==> config.mk <==
export PLATFORM = sky130hd
export DESIGN_NAME = seq_detect_ctrl
export DESIGN_NICKNAME = d
export VERILOG_FILES = /design/src/rtl/seq_detect_ctrl.sv
export SDC_FILE = /design/constraint.sdc
export NUM_CORES = 1
export LEC_CHECK = 0
export CORE_UTILIZATION = 55
export DETAILED_ROUTE_END_ITERATION = 8
export PLACE_DENSITY = 0.84
export SETUP_SLACK_MARGIN = 0.05
export SLEW_MARGIN = 20
export SYNTH_ARGS = -nofsm -noshare
export SYNTH_HDL_FRONTEND = slang
export SYNTH_SLANG_ARGS = --single-unit
==> constraint.sdc <==
create_clock -name clk -period 3.4 [get_ports clk]
set_clock_uncertainty 0.15 [all_clocks]
set_input_delay 0.85 -clock clk [delete_from_list [all_inputs] [get_ports clk]]
set_output_delay 0.85 -clock clk [all_outputs]
set_load 0.01 [all_outputs]
==> src/rtl/seq_detect_ctrl.sv <==
// seq_detect_ctrl: programmable serial-pattern detector controller.
// Loads a PAT_W-bit target pattern serially (MSB first), then, while armed,
// watches a qualified bit stream. A match pulses hit for one cycle, bumps a
// saturating hit counter and holds the "8." segment pattern for HOLD_CYCLES.
//
// Build option: define SEQCTRL_OVERLAP_EN to keep detecting during HOLD
// (overlapping matches counted, hold window restarted on each match).
// Without it, bits are ignored during HOLD and the history restarts on exit.
//
// Ports:
//   clk        rising-edge clock
//   reset      synchronous active-low reset
//   cfg_load   start pattern programming (strobe)
//   cfg_valid  cfg_bit qualifier
//   cfg_bit    pattern bit, MSB first
//   arm        detection enable (level)
//   bit_valid  bit_in qualifier
//   bit_in     serial stream bit
//   cnt_clr    synchronous clear of hit_count (wins over increment)
//   hit        one-cycle pulse per match
//   hit_count  saturating match count
//   state_o    FSM state (IDLE=0, LOAD=1, ARMED=2, HOLD=3)
//   seg        segment pattern
module seq_detect_ctrl #(
   parameter int unsigned PAT_W       = 4,
   parameter int unsigned HOLD_CYCLES = 8,
   parameter int unsigned CNT_W       = 4
) (
   input  logic             clk,
   input  logic             reset,
   input  logic             cfg_load,
   input  logic             cfg_valid,
   input  logic             cfg_bit,
   input  logic             arm,
   input  logic             bit_valid,
   input  logic             bit_in,
   input  logic             cnt_clr,
   output logic             hit,
   output logic [CNT_W-1:0] hit_count,
   output logic [1:0]       state_o,
   output logic [7:0]       seg
);

   localparam int unsigned FILL_W = $clog2(PAT_W + 1);
   localparam int unsigned HOLD_W = (HOLD_CYCLES > 1) ? $clog2(HOLD_CYCLES) : 1;

   localparam logic [7:0] SEG_IDLE = 8'b0000_0010;
   localparam logic [7:0] SEG_LOAD = 8'b0000_0000;
   localparam logic [7:0] SEG_HOLD = 8'b1111_1111;

   typedef enum logic [1:0] {
      ST_IDLE  = 2'd0,
      ST_LOAD  = 2'd1,
      ST_ARMED = 2'd2,
      ST_HOLD  = 2'd3
   } state_t;

   state_t              r_state;
   logic [PAT_W-1:0]    r_pattern;
   logic [PAT_W-1:0]    r_hist;
   logic [FILL_W-1:0]   r_fill;
   logic [FILL_W-1:0]   r_load_cnt;
   logic [HOLD_W-1:0]   r_hold_cnt;
   logic                r_hit;
   logic [CNT_W-1:0]    r_hit_count;
   logic [7:0]          r_seg;

   state_t              w_state_nxt;
   logic [7:0]          w_seg_nxt;
   logic [PAT_W-1:0]    w_hist_shift;
   logic [FILL_W-1:0]   w_fill_inc;
   logic                w_shift_en;
   logic                w_match;
   logic                w_hold_done;
   logic                w_load_last;

   // Match datapath: evaluated on the history/fill as they will be after this edge
   always_comb begin
      w_hist_shift = {r_hist[PAT_W-2:0], bit_in};
      w_fill_inc   = (r_fill == FILL_W'(PAT_W)) ? r_fill : r_fill + FILL_W'(1);
`ifdef SEQCTRL_OVERLAP_EN
      w_shift_en   = bit_valid && ((r_state == ST_ARMED) || (r_state == ST_HOLD));
`else
      w_shift_en   = bit_valid && (r_state == ST_ARMED);
`endif
      w_match      = w_shift_en && (w_fill_inc == FILL_W'(PAT_W)) && (w_hist_shift == r_pattern);
      w_hold_done  = (r_hold_cnt == '0);
      w_load_last  = !cfg_load && cfg_valid && (r_load_cnt == FILL_W'(PAT_W - 1));
   end

   // Next-state and next segment pattern
   always_comb begin
      w_state_nxt = r_state;
      w_seg_nxt   = SEG_IDLE;
      case (r_state)
         ST_IDLE: begin
            if (cfg_load)  w_state_nxt = ST_LOAD;
            else if (arm)  w_state_nxt = ST_ARMED;
         end
         ST_LOAD: begin
            if (w_load_last) w_state_nxt = ST_IDLE;
         end
         ST_ARMED: begin
            if (w_match)   w_state_nxt = ST_HOLD;
            else if (!arm) w_state_nxt = ST_IDLE;
         end
         ST_HOLD: begin
            // A re-trigger (overlap build only) keeps us in HOLD
            if (!w_match && w_hold_done) w_state_nxt = arm ? ST_ARMED : ST_IDLE;
         end
         default: w_state_nxt = ST_IDLE;
      endcase
      case (w_state_nxt)
         ST_HOLD: w_seg_nxt = SEG_HOLD;
         ST_LOAD: w_seg_nxt = SEG_LOAD;
         default: w_seg_nxt = SEG_IDLE;
      endcase
   end

   // State, datapath and registered outputs
   always_ff @(posedge clk) begin
      if (!reset) begin
         r_state     <= ST_IDLE;
         r_pattern   <= '0;
         r_hist      <= '0;
         r_fill      <= '0;
         r_load_cnt  <= '0;
         r_hold_cnt  <= '0;
         r_hit       <= 1'b0;
         r_hit_count <= '0;
         r_seg       <= SEG_IDLE;
      end else begin
         r_state <= w_state_nxt;
         r_seg   <= w_seg_nxt;
         r_hit   <= w_match;

         if (cnt_clr)                            r_hit_count <= '0;
         else if (w_match && (r_hit_count != '1)) r_hit_count <= r_hit_count + CNT_W'(1);

         case (r_state)
            ST_IDLE: begin
               if (cfg_load) begin
                  r_load_cnt <= '0;
               end else if (arm) begin
                  r_hist <= '0;
                  r_fill <= '0;
               end
            end
            ST_LOAD: begin
               // A fresh cfg_load restarts programming; its cfg_bit is dropped
               if (cfg_load) begin
                  r_load_cnt <= '0;
               end else if (cfg_valid) begin
                  r_pattern  <= {r_pattern[PAT_W-2:0], cfg_bit};
                  r_load_cnt <= w_load_last ? '0 : r_load_cnt + FILL_W'(1);
               end
            end
            default: ;
         endcase

         if (w_shift_en) begin
            r_hist <= w_hist_shift;
            r_fill <= w_fill_inc;
         end

         if (w_match) begin
            r_hold_cnt <= HOLD_W'(HOLD_CYCLES - 1);
         end else if (r_state == ST_HOLD) begin
            if (!w_hold_done) begin
               r_hold_cnt <= r_hold_cnt - HOLD_W'(1);
            end
`ifndef SEQCTRL_OVERLAP_EN
            else begin
               // Non-overlapping: next match needs PAT_W fresh bits
               r_hist <= '0;
               r_fill <= '0;
            end
`endif
         end
      end
   end

   assign hit       = r_hit;
   assign hit_count = r_hit_count;
   assign state_o   = r_state;
   assign seg       = r_seg;

endmodule

Word level (Yosys, flattened, before mapping)

Index checks and enable logic that the tools add are counted.
Widths: inputs -> output; s select.

Flip-flop bits (word level): 32
Logic and storage cells: 77

Bitwise logic cells: 2
Eq/ne operators: 13
Muxes and demuxes: 32
Reduce and logical (&&, ||, !) cells: 17
Add/sub/neg operators: 4

Operators with widths:

| kind                | count |
|---|---|
| $mux 3              | 15 |
| $mux 4              | 7 |
| $pmux 8 s2          | 1 |
| $mux 2              | 7 |
| $pmux 2 s4          | 1 |
| $logic_and 1x1->1   | 7 |
| $add 3x1->3 const B | 2 |
| $eq 2x2->1 const B  | 3 |
| $eq 3x3->1 const B  | 2 |
| $pmux 3 s2          | 1 |
| $reduce_and 3->1    | 2 |
| $add 4x1->4 const B | 1 |
| $eq 2x1->1 const B  | 2 |
| $eq 4x4->1          | 1 |
| $ne 2x2->1 const B  | 2 |
| $ne 4x4->1 const B  | 1 |
| $reduce_bool 2->1   | 2 |
| $eq 3x2->1 const B  | 1 |
| $logic_not 3->1     | 1 |
| $ne 3x3->1 const B  | 1 |
| $sub 3x1->3 const B | 1 |
| $logic_not 1->1     | 2 |
| $logic_not 2->1     | 1 |
| $not 1->1           | 2 |
| other kinds (2)     | 2 |

Longest topological paths before layout

Depth after elaboration: 11
Gate-level depth with buffers: 6
Gate-level depth less buffers: 6

Worst setup path before layout

OpenSTA, ideal clock, no wires.

Path kind: input -> register
From: in cfg_load
To: reg r_fill[0]
Slack: 1.280 ns
Buffers on the path: 1
Data arrival time: 1.833 ns
Library setup time: 0.136 ns
Stages on the path: 5
Cells stage by stage: or4b_2 > clkbuf_1 > nand2_1 > mux2_2 > nor2_1

Longest elaborated chain between the ends: 6

RTL lines:

| item                 | RTL line | RTL |
|---|---|---|
| from (decl)          | 31       | `input logic cfg_load,` |
| $mux 3 (*)           | 142      | `if (cfg_load) begin` |
| $mux 3 (*)           | 140      | `case (r_state)` |
| $mux 3 (*)           | 161      | `if (w_shift_en) begin` |
| $mux 3               | 169      | `if (!w_hold_done) begin` |
| $mux 3               | 168      | `end else if (r_state == ST_HOLD) begin` |
| $mux 3 (*)           | 166      | `if (w_match) begin` |
| to (signal assigned) | 163      | `r_fill <= w_fill_inc;` |
| to (decl)            | 61       | `logic [FILL_W-1:0] r_fill;` |

Mark *: on every way between the ends. The rest lies on a longest branch, timed or not.
A chain may end at the register's enable or synchronous reset.

Worst setup path after layout

From: reg r_state[1], in the netlist state_o[1]
To: out state_o[1]

RTL lines:

| item                   | RTL line | RTL |
|---|---|---|
| from (decl)            | 58       | `state_t r_state;` |
| from (signal assigned) | 133      | `r_state <= w_state_nxt;` |
| to (decl)              | 40       | `output logic [1:0] state_o,` |

No word-level cell between the ends.

==> results.cfg <==
[synthesis]
syn_inst = 146
synth_cell_types = 43
yosys_warnings = 0
async_flop_share = 0
synth-xor-area-share = 0.0391
syn_area_mm2 = 0.00134
synth_ff_type = dfxtp_1
synth_compound_area_frac = 0.126
synthAdderAreaFrac = 0.0559
synth_fp_nets = 161
synth_edf_count = 0
postSynthAreaPerCell_um2 = 9.20
synth_top_family_by_area = simple AND/OR/NAND/NOR gates
ys_seq_elements = 25
synth_simple_gate_area_share = 0.272
synth_mux_area_frac = 0.0615
ys_seq_area_frac = 0.372

[min_path]
hp-class = reg2reg
min_from = r_load_cnt[2]

[floorplanning]
rows = 17
die-area_mm2 = 0.00265
start_util = 0.596
fp.dieW_um = 51.4
die_h_um = 51.4
core_area_mm2 = 0.00225
boundaryPins = 24

[global_route]
grt_usage = 0.218
antenna_found_initial = 0
grt_max_degree = 16
overflow = 0
grt_pass1_vias = 1008
grt_pass1_wl_mm = 4.29

[power]
leakage_uw = 0.000577
peakVddDrop_uv = 218
power_density_mw_per_mm2 = 311

[worst_setup_path]
cp.arrival_ns = 1.56
cp_slowest_cell = dfxtp_1
cp.required_ns = 2.40
critical_path.startpoint = state_o[1]
crit-reg2reg-launch = r_fill[0]
critPathKind = reg2out
cp_cell_sequence = clkdlybuf4s50_1
startpoint_type = flip-flop
crit_family = flip-flops
worst-path-buf-inv = 1
endpoint_kind = output pin
crit_fanout = 15
slowest_delay_ns = 0.63

[route]
drtIter0Drc = 9
viasPerCell = 5.70
wl_per_cell_um = 13.2
wirelength_mm = 2.49
ant_nets = 0
vias = 1077
drcViolationCount = 0
first_pass_iters = 4

[clocking]
clock_latency_ns = 0.31
cts-root-buf = clkbuf_4
cts_made_buffers = 3
path_clk_slew_ns = 0.13
holdBufCountCts = 0
cts_htree_levels = 1
cts_resized = 0
clk_path_buf_depth = 2
cts_sinks = 25
cts_setup_buffers = 0
cts_tree = built

[cells_and_area]
finalNetCount = 177
final_layout_size_suffix_gt1_frac = 0.0807
layout_common_cells = dfxtp_1, clkdlybuf4s50_1, a21oi_1, nand2_1, nand3_1
syn2layout_area_growth_pct = 16.0
fin_area_mm2 = 0.00156
num_antenna_cells = 0
final_common_cell = dfxtp_1

[timing]
setup_tns_ns = 0
max_freq_ghz = 0.390
maxSlewHeadroom = 0.564
rsz0062_at_grt = false
whs_ns = 0.295
final_hold_viol_count = 0
drv_slew = 0
worst_pin_slew_ns = 0.647
setup_viol_count_final = 0
min_period_ns = 2.56
min_period_over_period = 0.754

[place]
dp_hpwl_mm = 1.91
portBuffers = 23
dpl-instance-area_mm2 = 0.00153
gp_congestion = 0.784

[run]
cap_violations = 0

[outcome]
status = completed
-- synth_stat cells (all sizes together), types with 2 or more instances --
cell type | instances | area share
a21oi | 13 | 0.048
a31oi | 2 | 0.020
a41oi | 2 | 0.013
and3 | 2 | 0.0093
buf | 8 | 0.046
clkbuf | 4 | 0.011
dfxtp | 25 | 0.37
ha | 6 | 0.056
inv | 6 | 0.017
mux2 | 2 | 0.017
mux2i | 6 | 0.045
nand2 | 12 | 0.034
nand2b | 3 | 0.014
nand3 | 10 | 0.047
nand3b | 2 | 0.011
nand4 | 3 | 0.014
nor2 | 8 | 0.022
nor3 | 3 | 0.019
nor4 | 3 | 0.025
nor4bb | 2 | 0.015
o21ai | 3 | 0.011
or3 | 2 | 0.0093
xor2 | 5 | 0.033
-- sequential cells by signal, indices dropped and copies added (netlist names) --
signal,count
hit_count,4
r_pattern,4
r_fill,3
r_hist,3
r_hold_cnt,3
r_load_cnt,3
seg,2
state_o,2
hit,1
-- path summary, 6_finish.rpt --
kind	end	slack (ns)	cells after the start
min	r_load_cnt[2]	0.30	2
max	state_o[1]	0.84	1
max reg2reg	hit_count[2]	1.22	6
min reg2reg	r_load_cnt[2]	0.30	2
-- per-stage QoR --
| step | std cells | power [uW] | worst slack [ns] | utilization |
|---|---|---|---|---|
| after CTS | 189 | 489 | 0.854 | 0.691 |
| after global placement | 185 | 362 | 0.768 | 0.680 |
| final | 189 | 485 | 0.836 | 0.691 |
| after floorplan | 146 | 343 | 1.28 | - |
| after detailed placement | 185 | 363 | 0.730 | 0.680 |
| after global routing | 189 | 509 | 0.722 | 0.691 |
-- cell families after synthesis --
family,after synthesis
AOI/OAI and AO/OA,25
xor gates and xnor gates,6
muxes,8
buffers and inverters,18
DFF,25
and+or+nand+nor,58
adders and majority gates,6
-- power by group --
group	switching, uW	total, uW	internal (uW)
clock	82.2	128	45.8
sequential	7.42	305	298
combinational	27.2	52.3	25.2
-- routing by layer --
layer | up-vias | GRT usage | wire [um]
met1 | 491 | 0.261 | 1180
met3 | 8 | 0.0387 | 93
met5 | - | 0 | 0
met4 | 0 | 0.104 | 55
met2 | 27 | 0.372 | 1160
li1 | 551 | - | -
-- area by class of cell --
| type | instances | area [um2] |
|---|---|---|
| well taps | 28 | 35.0 |
| clock buffers | 4 | 26.3 |
| repair buffers | 23 | 230 |
| multi-input cells | 103 | 744 |
| inverters | 6 | 22.5 |
| fillers | 187 | 696 |
| flip-flops and latches | 25 | 500 |
Note: power is estimated with default switching activity, not from simulation.
==> variant 1 (same flow settings) <==
Add a define of `SEQCTRL_OVERLAP_EN`.
--- a/src/rtl/seq_detect_ctrl.sv
+++ b/src/rtl/seq_detect_ctrl.sv
@@ -23,2 +23,4 @@
 //   seg        segment pattern
+`define SEQCTRL_OVERLAP_EN
+
 module seq_detect_ctrl #(
Behaviour: not the same (Yosys sat finds a counterexample within 10 cycles, from zero or initial values and one cycle with reset low).
==> variant 1 against the unedited design <==
- sequential cell count is the same
- design area shrank 4.8%
- synthesized cell count shrank 6.2%
- critical path type is now in2reg
- synthesized area shrank 5.1%
- largest power group unchanged
- highest routed layer unchanged
- total power shrank 2.0%
- final cell count shrank 4.8%
- worst setup slack lost 260 ps
- non-clock buffer count is the same
- routed wire length shrank 6.6%
==> variant 1: results (changes against the unedited design) <==
| Metric | Value |
|---|---|
| Outcome | completed (unchanged) |
| R2r setup slk | 1090 ps (was 1220 ps) |
| Synth area leaders | dfxtp_1, ha_1, nor2_1 (was dfxtp_1, ha_1, a21oi_1) |
| All-Layer GR Usage | 20.5% (was 21.8%) |
| Number of global-route vias before repair | 963 (was 1008) |
| Htree depth | 1 (unchanged) |
| CP endpoint | hit_count[0] (was state_o[1]) |
| Worst Max-Slew Pin Slew | 584 ps (was 647 ps) |
| Final net count | 168 (was 177) |
| Clock root buffer | clkbuf_4 (unchanged) |
| Worst Path Arrival | 2920 ps (was 1560 ps) |
| Max Clk Rate | 0.354 GHz (was 0.390 GHz) |
| Routability cong. | 0.809 (was 0.784) |
| Initial DRC count | 17 (was 9) |
| Worst r2r src | state_o[1] (was r_fill[0]) |
| CP max stage cell | or4b_4 (was dfxtp_1) |
| Leakage power | 0.553 nW (was 0.577 nW) |
| Net count after synthesis | 152 (was 161) |
| Via density | 5.61 (was 5.70) |
| VDD IR max | 0.280 mV (was 0.218 mV) |
| Setup WS pre-CTS | 257 ps (was 730 ps) |
| Crit path from | bit_valid (was state_o[1]) |
| Wire length on met1 | 1.02 mm (was 1.18 mm) |
| Post-DP HPWL | 1.80 mm (was 1.91 mm) |
| Met3 Wirelength | 92 microns (was 93 microns) |
| Most frequent cells after synthesis | dfxtp_1, nor2_1, a21oi_1, nand2_1, inv_1 (was dfxtp_1, a21oi_1, nand2_1) |
| First-pass GRT wire length | 3.93 mm (was 4.29 mm) |
| Syn Area/Cell | 9.31 sq um (was 9.20 sq um) |
| Hold wc startpoint | r_fill[0] (was r_load_cnt[2]) |
| Yosys cell types | 40 (was 43) |
| Number of CTS-inserted buffers | 3 (unchanged) |
| Cell Count, Final, Fillers Out | 180 (was 189) |
| Share of cells above drive strength 1 | 9.21% (was 8.07%) |
| Crit-path max FO | 11 (was 15) |
| Worst r2r path cells | 5 (was 6) |
| Met2 WL | 1.16 mm (about the same) |
## variant 1: cell types whose count changed after synthesis, sizes merged, moves of 3 or more
cell   unedited run  this run
nand4             3         0
nor3              3         0
xor2              5         2
nand2            12         9
a22oi             0         5
nor2              8        16
nand3            10         4
a21oi            13         9
xnor2             1         5
## variant 1: how the worst min path moves through the flow
stage	endpoint	slack (ps)	cells after the start
2_1_floorplan	r_load_cnt[2]	300	1
3_3_place_gp	r_load_cnt[2]	310	1
3_5_place_dp	r_load_cnt[2]	320	1
4_1_cts	r_load_cnt[2]	340	1
5_1_grt	r_fill[0]	360	2
6_report	r_fill[0]	340	2
## variant 1: tightest hold or removal path, delay by kind of cell, from the launching register on
family,cells,cell delay [ps]
flops,1,350
simple gates,1,60
compound gates,1,50
## variant 1: through the flow
stage | power, W | cell area [sq um]
4_1_cts | 0.000477 | 1480
3_5_place_dp | 0.000354 | 1460
2_1_floorplan | 0.000333 | 1270
6_report | 0.000476 | 1480
5_1_grt | 0.000497 | 1480
3_3_place_gp | 0.000352 | 1460
## variant 1: kinds of logic after synthesis
kind of cell / Yosys count / synth area share (%)
compound gates: 27 / 16.8
xor+xnor: 7 / 4.81
fa+ha+maj: 6 / 5.89
buf+inv: 19 / 8.64
flops: 25 / 39.3
mux: 5 / 3.93
simple gates: 48 / 20.7
## variant 1: cell type report
type / instances / area [sq um]
fill: 173 / 707
multi-input combinational: 93 / 664
sequential: 25 / 500
timing repair buffer: 23 / 230
tap: 28 / 35.0
inverter: 7 / 26.3
clock buffer: 3 / 22.5
clock inverter: 1 / 5.00
## variant 1: power breakdown
group / total (W) / internal (W) / switching [W]
Clock: 0.000128 / 0.0000440 / 0.0000841
Sequential: 0.000301 / 0.000297 / 0.00000424
Combinational: 0.0000464 / 0.0000233 / 0.0000231
## variant 1: layer usage
metal	vias up	track usage, %
met5	-	0
met4	0	11.9
met3	8	3.64
met2	27	36.2
met1	475	22.8
li1	500	-
==> variant 2 (same flow settings) <==
Without the edit above. Make the reset (`reset`) asynchronous in one clocked block. Comments in the files are not updated.
--- a/src/rtl/seq_detect_ctrl.sv
+++ b/src/rtl/seq_detect_ctrl.sv
@@ -120,3 +120,3 @@
    // State, datapath and registered outputs
-   always_ff @(posedge clk) begin
+   always_ff @(posedge clk or negedge reset) begin
       if (!reset) begin
Check against the original RTL: differs if reset is asserted again (counterexample within 4 cycles, from zero or initial values and one cycle with reset low); with reset held inactive, the same outputs for 10 cycles.
==> variant 2 against the unedited design <==
- utilization shrank 0.90 points
- sequential cell count unchanged
- worst setup slack worse by 110 ps
- critical endpoint unchanged
- hold slack improved by 81 ps
- routed wire length up 7.3%
- critical path type unchanged
- synthesized area increased by 6.3%
- design area increased by 7.5%
- critical path depth stayed put
- largest cell class unchanged
- die area rose by 6.1%
- first-iteration DRC count rose to 2.8 times the old value
Power is not compared: it rests on default switching activity, and its combinational part moved more than twofold at a synthesized area within 25%.
==> variant 2: results (changes against the unedited design) <==
| Metric | Value |
|---|---|
| Post-synthesis mux area share | 7.44% (was 6.15%) |
| Initial antenna violation count | 0 (unchanged) |
| Clock transition at path regs | between 100 and 150 ps |
| Clock Latency Late Sink | 330 ps (was 310 ps) |
| R2r setup slk | 1480 ps (was 1220 ps) |
| Initial DRC count | 25 (was 9) |
| Yosys cell types | 46 (was 43) |
| VDD IR max | 0.549 mV |
| Post-synthesis xor/xnor area fraction | 3.68% (was 3.91%) |
| Post-CTS Resized | 0 (unchanged) |
| Post-DP HPWL | 2.06 mm (was 1.91 mm) |
| Max-slew headroom | 63.2% (was 56.4%) |
| Number of CTS-inserted buffers | 3 (unchanged) |
| Drt pass-1 iters | 4 (unchanged) |
| Crit path from | state_o[1] (unchanged) |
| Fill count | 199 (was 187) |
| Worst r2r src | r_fill[0] (unchanged) |
| Number of global-route vias before repair | 1065 (was 1008) |
| All-Layer GR Usage | 22.4% (was 21.8%) |
| Final wirelength | 2.67 mm (was 2.49 mm) |
| Share of cells above drive strength 1 | 13.8% (was 8.07%) |
| First-pass GRT wire length | 4.52 mm (was 4.29 mm) |
| Antenna Cells | 0 (unchanged) |
| CP max stage cell | dfrtp_1 (was dfxtp_1) |
| Final net count | 176 (was 177) |
| Largest net degree at the start of global routing | 26 (was 16) |
| CP endpoint | state_o[1] (unchanged) |
| Adder-Cell Fraction of Synth Area | 5.25% (was 5.59%) |
| Most frequent cells after synthesis | dfrtp_1, nand2_1, nor2_1 (was dfxtp_1, a21oi_1, nand2_1) |
| Outcome | completed (unchanged) |
| FFs w/ async S/R, synth | 100% (was 0%) |
| R2r endpoint | hit_count[0] (was hit_count[2]) |
| Sequential area share after synthesis | 43.9% (was 37.2%) |
| Leakage power | 0.738 nW |
| Synth area leaders | dfrtp_1, ha_1, nand2_1 (was dfxtp_1, ha_1, a21oi_1) |
| Worst Path Arrival | 1670 ps (was 1560 ps) |
| Port Buffers | 23 (unchanged) |
| Via density | 5.94 (was 5.70) |
| Clock root buffer | clkbuf_4 (unchanged) |
| Crit-path max FO | 17 (was 15) |
| Worst r2r path cells | 6 (unchanged) |
| CP top delay family | flip-flops (unchanged) |
| Hold wc startpoint | r_load_cnt[2] (unchanged) |
| CP max stage delay | 710 ps (was 630 ps) |
| Post-CTS Setup Inserts | 0 (unchanged) |
| Routability cong. | 0.771 (was 0.784) |
| Compound-Gate Fraction of Synth Area | 10.9% (was 12.6%) |
| Net count after synthesis | 156 (was 161) |
| Count of flip-flops with a built-in enable after synthesis | 0 (unchanged) |
variant 2: cell type report:
| cell class | count | area [sq um] | area share (%) |
|---|---|---|---|
| timing repair buffer | 24 | 238 | 14.2 |
| inverter | 7 | 26.3 | 1.57 |
| clock inverter | 1 | 7.51 | 0.448 |
| clock buffer | 3 | 22.5 | 1.34 |
| sequential | 25 | 627 | 37.4 |
| multi-input combinational | 100 | 717 | 42.8 |
| tap | 30 | 37.5 | 2.24 |
variant 2: how the worst min path moves through the flow:
stage	depth (start not counted)	end	slack, ps
3_3_place_gp	1	r_load_cnt[2]	330
5_1_grt	1	r_load_cnt[2]	400
4_1_cts	1	r_load_cnt[2]	370
6_report	1	r_load_cnt[2]	380
2_1_floorplan	1	r_load_cnt[2]	310
3_5_place_dp	1	r_load_cnt[2]	350
variant 2: power breakdown:
| part | total (W) | switching (W) | leakage (nW) | internal [W] |
|---|---|---|---|---|
| Combinational | 0.000587 | 0.000284 | 0.402 | 0.000303 |
| Sequential | 0.000539 | 0.000133 | 0.322 | 0.000406 |
| Clock | 0.000136 | 0.0000908 | 0.0139 | 0.0000450 |
variant 2: through the flow:
stage,instance area [sq um],std cells,hold slack [ps],worst slack (ps),power (W)
CTS,1680,190,373,738,0.00127
floorplan,1430,141,308,1410,0.000962
detailed placement,1650,186,347,802,0.00113
global placement,1650,186,328,857,0.00109
finish,1680,190,376,728,0.00126
global route,1680,190,404,628,0.00137
variant 2: routing by layer:
metal	global-route usage, %	routed length (microns)	vias up
met4	7.89	33	0
met1	27.5	1170	555
met5	0	0	-
met3	3.45	136	6
met2	39.5	1330	39
li1	-	-	529
variant 2: worst register-to-register path, stage by stage, from the launching register on:
cell and delay [ps]:
dfrtp_1 440, inv_1 70, ha_1 250, nand2_2 100
mux2_4 330, and4b_4 210, mux2_4 290
